**config.mk**
```make
export PLATFORM = sky130hd
export DESIGN_NAME = fft_frame_sequencer_flat
export DESIGN_NICKNAME = d
export VERILOG_FILES = /design/src/rtl/fft_frame_sequencer_pkg.sv /design/src/rtl/fft_frame_sequencer_if.sv /design/src/rtl/fft_frame_sequencer_beat_counter.sv /design/src/rtl/fft_frame_sequencer.sv /design/src/flat_wrapper.sv
export SDC_FILE = /design/constraint.sdc
export NUM_CORES = 1
export LEC_CHECK = 0
export BUFFER_PORTS_ARGS = -buffer_cell sky130_fd_sc_hd__buf_4
export CORE_MARGIN = 4
export CORE_UTILIZATION = 50
export DETAILED_ROUTE_END_ITERATION = 7
export MAX_ROUTING_LAYER = met4
export PLACE_DENSITY = 0.74
export SLEW_MARGIN = 30
export SYNTH_ARGS = -nofsm -noshare
export SYNTH_HDL_FRONTEND = slang
export SYNTH_SLANG_ARGS = --single-unit
```
**constraint.sdc**
```tcl
create_clock -name clk -period 2.05 [get_ports clk]
set_input_delay 0.3075 -clock clk [delete_from_list [all_inputs] [get_ports clk]]
set_output_delay 0.3075 -clock clk [all_outputs]
set_load 0.02 [all_outputs]
```
**src/rtl/fft_frame_sequencer_pkg.sv**
```systemverilog
// rtl/fft_frame_sequencer_pkg.sv - shared constants and state type for the FFT frame sequencer
package fft_seq_pkg;
  localparam int N_POINTS  = 512;
  localparam int LANES     = 16;
  localparam int BEATS     = N_POINTS / LANES;
  localparam int ROM_DEPTH = 32;
  localparam int ROM_AW    = $clog2(ROM_DEPTH);
  // One bit wider than a beat index so a finished count is distinguishable from the last beat
  localparam int CNT_W     = $clog2(BEATS) + 1;

  typedef enum logic [1:0] {IDLE, FEED, WAIT_OUT, GAP} seq_state_t;
endpackage

```
**src/rtl/fft_frame_sequencer_if.sv**
```systemverilog
// rtl/fft_frame_sequencer_if.sv - ROM/FFT-side signals of the frame sequencer
interface fft_frame_sequencer_if;
  import fft_seq_pkg::*;

  logic [ROM_AW-1:0] rom_addr;
  logic              rom_en;
  logic              din_en;
  logic              do_en;

  modport master (output rom_addr, output rom_en, output din_en, input do_en);
  modport slave  (input rom_addr, input rom_en, input din_en, output do_en);
endinterface

```
**src/rtl/fft_frame_sequencer_beat_counter.sv**
```systemverilog
// rtl/fft_frame_sequencer_beat_counter.sv - beat counter saturating at TC; tc pulses on the TC-th inc
module fft_beat_counter #(
  parameter int W  = 6,
  parameter int TC = 32
) (
  input  logic         clk,
  input  logic         rstn,
  input  logic         clr,
  input  logic         inc,
  output logic [W-1:0] count,
  output logic         tc
);
  localparam logic [W-1:0] TC_V   = W'(TC);
  localparam logic [W-1:0] LAST_V = W'(TC - 1);

  logic [W-1:0] cnt_q;

  assign count = cnt_q;
  assign tc    = inc && (cnt_q == LAST_V);

  // Holding at TC makes any further inc a no-op until the next clr
  always_ff @(posedge clk or negedge rstn) begin
    if (!rstn) begin
      cnt_q <= '0;
    end else if (clr) begin
      cnt_q <= '0;
    end else if (inc && (cnt_q != TC_V)) begin
      cnt_q <= cnt_q + W'(1);
    end
  end
endmodule

```
**src/rtl/fft_frame_sequencer.sv**
```systemverilog
// rtl/fft_frame_sequencer.sv - feeds ROM beats into the FFT and counts its output bursts
// Optional watchdog on the output burst is built when FFT_SEQ_TMO_EN is defined.
module fft_frame_sequencer
  import fft_seq_pkg::*;
#(
  parameter int GAP_CYC = 4,
  parameter int TMO_CYC = 1024
) (
  input  logic                  clk,
  input  logic                  rstn,
  input  logic                  run,
  fft_frame_sequencer_if.master fft,
  output logic                  busy,
  output logic                  frame_done,
  output logic [15:0]           frame_cnt,
  output logic                  err_tmo
);
  localparam int                GAP_W     = (GAP_CYC > 1) ? $clog2(GAP_CYC) : 1;
  localparam logic [GAP_W-1:0]  GAP_LAST  = GAP_W'((GAP_CYC > 0) ? GAP_CYC - 1 : 0);
  localparam logic [CNT_W-1:0]  BEATS_V   = CNT_W'(BEATS);
  localparam logic [ROM_AW-1:0] ADDR_LAST = ROM_AW'(BEATS - 1);

  seq_state_t       state_q, state_d, post_frame;
  logic [CNT_W-1:0] addr_cnt, out_cnt;
  logic             addr_inc, addr_tc, out_inc, out_tc, out_done;
  logic             enter_feed, tmo_fire;
  logic [GAP_W-1:0] gap_q;
  logic [15:0]      frame_cnt_q;
  logic             din_en_q;

  assign addr_inc = (state_q == FEED);
  assign out_inc  = fft.do_en && ((state_q == FEED) || (state_q == WAIT_OUT));
  assign out_done = (out_cnt == BEATS_V) || out_tc;

  fft_beat_counter #(.W(CNT_W), .TC(BEATS)) u_addr_cnt (
    .clk   (clk),
    .rstn  (rstn),
    .clr   (enter_feed),
    .inc   (addr_inc),
    .count (addr_cnt),
    .tc    (addr_tc)
  );

  fft_beat_counter #(.W(CNT_W), .TC(BEATS)) u_out_cnt (
    .clk   (clk),
    .rstn  (rstn),
    .clr   (enter_feed),
    .inc   (out_inc),
    .count (out_cnt),
    .tc    (out_tc)
  );

  always_comb begin
    if (GAP_CYC > 0) begin
      post_frame = GAP;
    end else if (run) begin
      post_frame = FEED;
    end else begin
      post_frame = IDLE;
    end
  end

  always_comb begin
    state_d = state_q;
    case (state_q)
      IDLE:     if (run) state_d = FEED;
      // Output may finish while still feeding when the FFT overlaps frames
      FEED:     if (addr_tc) state_d = out_done ? post_frame : WAIT_OUT;
      WAIT_OUT: begin
        if (out_tc) begin
          state_d = post_frame;
        end else if (tmo_fire) begin
          state_d = IDLE;
        end
      end
      GAP:      if (gap_q == GAP_LAST) state_d = run ? FEED : IDLE;
      default:  state_d = IDLE;
    endcase
  end

  assign enter_feed = (state_d == FEED) && ((state_q != FEED) || addr_tc);

  always_ff @(posedge clk or negedge rstn) begin
    if (!rstn) begin
      state_q     <= IDLE;
      gap_q       <= '0;
      frame_cnt_q <= '0;
      din_en_q    <= 1'b0;
    end else begin
      state_q  <= state_d;
      din_en_q <= (state_q == FEED);
      if (state_q == GAP) begin
        gap_q <= gap_q + GAP_W'(1);
      end else begin
        gap_q <= '0;
      end
      if (out_tc) begin
        frame_cnt_q <= frame_cnt_q + 16'd1;
      end
    end
  end

  // The address counter parks at BEATS after a feed; report the last beat address then
  assign fft.rom_addr = addr_cnt[CNT_W-1] ? ADDR_LAST : addr_cnt[ROM_AW-1:0];
  assign fft.rom_en   = (state_q == FEED);
  assign fft.din_en   = din_en_q;
  assign busy         = (state_q != IDLE);
  assign frame_done   = out_tc;
  assign frame_cnt    = frame_cnt_q;

`ifdef FFT_SEQ_TMO_EN
  // Expires so that err_tmo is visible TMO_CYC cycles after the last input beat
  localparam logic [9:0] WD_LAST = 10'(TMO_CYC - 2);

  logic [9:0] wd_q;
  logic       err_q;

  assign tmo_fire = (state_q == WAIT_OUT) && (wd_q == WD_LAST) && !out_tc;
  assign err_tmo  = err_q;

  always_ff @(posedge clk or negedge rstn) begin
    if (!rstn) begin
      wd_q  <= '0;
      err_q <= 1'b0;
    end else begin
      if (state_q == WAIT_OUT) begin
        wd_q <= wd_q + 10'd1;
      end else begin
        wd_q <= '0;
      end
      if (tmo_fire) begin
        err_q <= 1'b1;
      end
    end
  end
`else
  assign tmo_fire = 1'b0;
  assign err_tmo  = 1'b0;
`endif
endmodule
```
**src/flat_wrapper.sv**
```systemverilog
// flat-port wrapper written by rule: the top's interface ports become plain ports
module fft_frame_sequencer_flat import fft_seq_pkg::*;
#(
  parameter int GAP_CYC = 4,
  parameter int TMO_CYC = 1024
)
  (clk, rstn, run, busy, frame_done, frame_cnt, err_tmo, fft_rom_addr, fft_rom_en, fft_din_en, fft_do_en);
  fft_frame_sequencer_if fft_i ();
  input  logic clk;
  input  logic rstn;
  input  logic run;
  output logic busy;
  output logic frame_done;
  output logic [15:0] frame_cnt;
  output logic err_tmo;
  output wire logic [$bits(fft_i.rom_addr)-1:0] fft_rom_addr;
  output wire logic [$bits(fft_i.rom_en)-1:0] fft_rom_en;
  output wire logic [$bits(fft_i.din_en)-1:0] fft_din_en;
  input wire logic [$bits(fft_i.do_en)-1:0] fft_do_en;
  assign fft_rom_addr = fft_i.rom_addr;
  assign fft_rom_en = fft_i.rom_en;
  assign fft_din_en = fft_i.din_en;
  assign fft_i.do_en = fft_do_en;
  fft_frame_sequencer #(.GAP_CYC(GAP_CYC), .TMO_CYC(TMO_CYC)) u_core (.clk(clk), .rstn(rstn), .run(run), .fft(fft_i), .busy(busy), .frame_done(frame_done), .frame_cnt(frame_cnt), .err_tmo(err_tmo));
endmodule
```
==> metrics.md <==
| Metric | Value |
|---|---|
| Starting Density | `52.7%` |
| Largest net degree at the start of global routing | `34` |
| Synth-to-layout area growth | `24.1%` |
| VDD IR-drop max | `662 uV` |
| Number of synthesized register bits | `33` |
| First-pass GRT wire length | `6250 um` |
| Async SR Flop Fraction | `100%` |
| Setup violators final | `0` |
| Chip height | `68.0 um` |
| Pre-CTS setup slack | `0.0640 ns` |
| Post-Syn Nets | `187` |
| Worst Slack Setup Final | `0.0445 ns` |
| All-layer global routing usage | `18.6%` |
| Grt ovf | `0` |
| Clk slew on worst S/H paths | `0.10 ns` |
| Leakage | `1.11 nW` |
| WL final | `3680 um` |
| Pint | `0.00154 W` |
| Antenna-violating nets left | `0` |
| Tot Pwr | `0.00255 W` |
| Crit Path Max Fanout | `6` |
| Power Density | `1140 nW/um2` |
| PortBufs | `28` |
| TritonCTS clock tree | `yes` |
| Synth warn | `0` |
| CTS max path bufs | `2` |
| Buf/Inv on CP | `3` |
| Fin Hold WS | `0.327 ns` |
| Post-synthesis mux area share | `1.74%` |
| Io pins | `30` |
| M3 GR Usage | `4.27%` |
| Root Buffer | `clkbuf_4` |
| Core area | `3420 um2` |
| Critical Path AT | `1.70 ns` |
| Sw Share | `39.6%` |
| CTS sink cnt | `33` |
| Post-detail-place hpwl | `2720 um` |
| Final Slew Violations | `0` |
| Cells after synthesis | `172` |
| Nets@finish | `227` |
| Final min period | `2.01 ns` |
| Seq/Total Area, Yosys | `45.8%` |
| Final period util | `97.8%` |
| Synth Area in Compound Gates | `6.32%` |
| CP required | `1.74 ns` |
| Synth Area in Simple Gates | `23.5%` |
| DIE AREA | `4630 um2` |
| CTS Buf Count | `5` |
| Delay-heaviest family, CP | `flip-flops` |
| CP Depth | `6` |
| Wire length per cell | `14.2 um` |
| Maxcap violations | `0` |
| Reg2reg path depth | `7` |
| Distinct cell type count after synthesis | `42` |
| Maximum clock frequency | `0.499 GHz` |
| Part of the power in registers | `35.3%` |
| Hold depth | `3` |
| Initial DRC Count | `59` |
| GR peak layer | `met2` |
| CP peak stage delay | `0.39 ns` |
| Synthesized cell area | `1800 um2` |
| Worst setup SP type | `flip-flop` |
| Most used cell, CP | `buf_6` |
| Die Span X | `68.0 um` |
| RSZ-0062 raised after global routing | `true` |
| Post-synth EDFFs | `0` |
| Met1 usage | `23.4%` |
| GPL Wtd Cong | `0.844` |
| Initial antenna violation count | `0` |
| Post-DP Area | `2090 um2` |
| CP Cell Sequence | `inv_2 -> ha_4 -> nand4_4 -> nor3_4 -> buf_6 -> buf_6` |
| Remaining DRCs | `0` |
| Crit-path slowest cell | `dfrtp_1` |
| Cells after DPL | `245` |
| Largest family of logic cells by synthesized area | `simple AND/OR/NAND/NOR gates` |
| Fin cells | `259` |
| Layout cells sized above 1 | `31.0%` |
| FP Rows | `21` |
| Switch Pwr | `0.00101 W` |
| Vias in the first global route | `1413` |
| Layout Skew | `0.00394 ns` |
| Vias | `1398` |
| Post-synthesis adder-cell area fraction | `7.64%` |
| Worst hold path class | `input port to flip-flop` |
| First-pass detailed-route iteration total | `4` |
| CP Class | `flip-flop to primary output` |
| Clock Power Share | `16.4%` |
| Xor and xnor area share after synthesis | `10.7%` |
| Clock latency at the later pin of the worst-skew pair | `0.34 ns` |
| Ys flop type | `dfrtp_1` |
| Routed vias/inst | `5.40` |
| CP Capture Type | `primary output` |
| Comb pwr share | `48.3%` |
| Met2 usage | `28.4%` |
| Outcome | `complete, no violations` |
| CTS H-tree lvls | `2` |
| Syn Area/Cell | `10.5 um2` |
| Fin. Hold Viols | `0` |
| Ant diodes | `0` |
| Final instance area | `2240 um2` |
[power groups by stage]
stage / Combinational [W] / Clock, W / Sequential, W
finish: 0.00123 / 0.000416 / 0.000900
global route: 0.00137 / 0.000454 / 0.000925
CTS: 0.00120 / 0.000424 / 0.000896
detailed placement: 0.00110 / 0 / 0.000932
global placement: 0.00106 / 0 / 0.000917
floorplan: 0.000782 / 0 / 0.000914
[cell usage after synthesis (3+ instances only)]
| library cell | n | share of area [%] |
|---|---|---|
| dfrtp_1 | 33 | 46 |
| nor2_1 | 9 | 1.9 |
| or2_2 | 5 | 1.7 |
| o21ai_0 | 3 | 0.83 |
| xor2_1 | 10 | 4.9 |
| inv_1 | 10 | 2.1 |
| nor3_1 | 14 | 3.9 |
| nand2_1 | 12 | 2.5 |
| nand4_1 | 8 | 2.8 |
| and3_1 | 4 | 1.4 |
| ha_1 | 11 | 7.6 |
| nand3_1 | 4 | 1.1 |
| xnor2_1 | 12 | 5.8 |
[final cells by class]
class,instances,area (um2)
clock buffers,7,65.1
flip-flops and latches,33,827
multi-input cells,124,948
clock inverters,1,5.00
well taps,46,57.6
repair buffers,38,295
inverters,10,37.5
fillers,290,1180
[placed cells by master, fill, tap and decap left out, types with 3 or more instances in the layout]
cell / netlist / final
o21ai_0: 3 / 3
xnor2_1: 12 / 12
nor3_1: 14 / 14
ha_1: 11 / 9
and3_1: 4 / 4
inv_1: 10 / 8
nand2_1: 12 / 12
nand3_1: 4 / 4
dfrtp_1: 33 / 32
nand4_1: 8 / 8
buf_4: 2 / 35
or2_2: 5 / 5
clkbuf_4: 0 / 5
xor2_1: 10 / 10
nor2_1: 9 / 9
[what timing repair did]
action,4_1_cts,5_1_grt
hold buffers,1,0
endpoints found under the setup margin,1,7
setup buffers,5,0
gates resized for setup,0,6
endpoints found under the hold margin,33,0
cloned,0,0
pin swaps,0,2
[stage by stage]
step | utilization [%] | TNS (ns)
2_1_floorplan | - | 0
3_3_place_gp | 61.2 | 0
3_5_place_dp | 61.2 | 0
4_1_cts | 64.7 | 0
5_1_grt | 65.5 | -0.0377
6_report | 65.5 | 0
[metal layers]
metal,up-vias,share of wire (%)
li1,675,-
met1,677,44
met2,37,48
met3,9,5.8
met4,0,2.0
met5,-,0
[worst register-to-register path: stages, from the launching register on]
cell	delay, ns
dfrtp_2	0.44
buf_4	0.14
ha_1	0.22
and3_1	0.19
a211oi_2	0.29
a211oi_2	0.11
buf_4	0.19
nor4_2	0.28
[registers in the layout, indices dropped and copies added, names as in the netlist]
| register | cells |
|---|---|
| u_core.state_q | 2 |
| u_core.u_out_cnt.count | 6 |
| u_core.fft.din_en | 1 |
| u_core.u_addr_cnt.count | 6 |
| u_core.frame_cnt | 16 |
| u_core.gap_q | 2 |
[worst paths after layout]
path / start / endpoint / slack (ns)
max: u_core.state_q[1]$_DFF_PN0_ / frame_done / 0.04
min: run / u_core.state_q[1]$_DFF_PN0_ / 0.33
max reg2reg: u_core.state_q[0]$_DFF_PN0_ / u_core.u_out_cnt.count[3]$_DFFE_PN0P_ / 0.10
min reg2reg: u_core.gap_q[0]$_DFF_PN0_ / u_core.gap_q[0]$_DFF_PN0_ / 0.44
max in group asynchronous: rstn / u_core.state_q[0]$_DFF_PN0_ / 1.30
min in group asynchronous: rstn / u_core.u_out_cnt.count[5]$_DFFE_PN0P_ / 0.44
[kinds of logic after synthesis]
| logic type | count (synthesis) |
|---|---|
| other | 1 |
| XOR/XNOR | 22 |
| multiplexers | 3 |
| buffers and inverters | 15 |
| AO/OA/AOI/OAI | 15 |
| AND/OR/NAND/NOR | 72 |
| flip-flops | 33 |
| adder cells (fa/ha/maj) | 11 |
(Power assumes the default switching activity.)
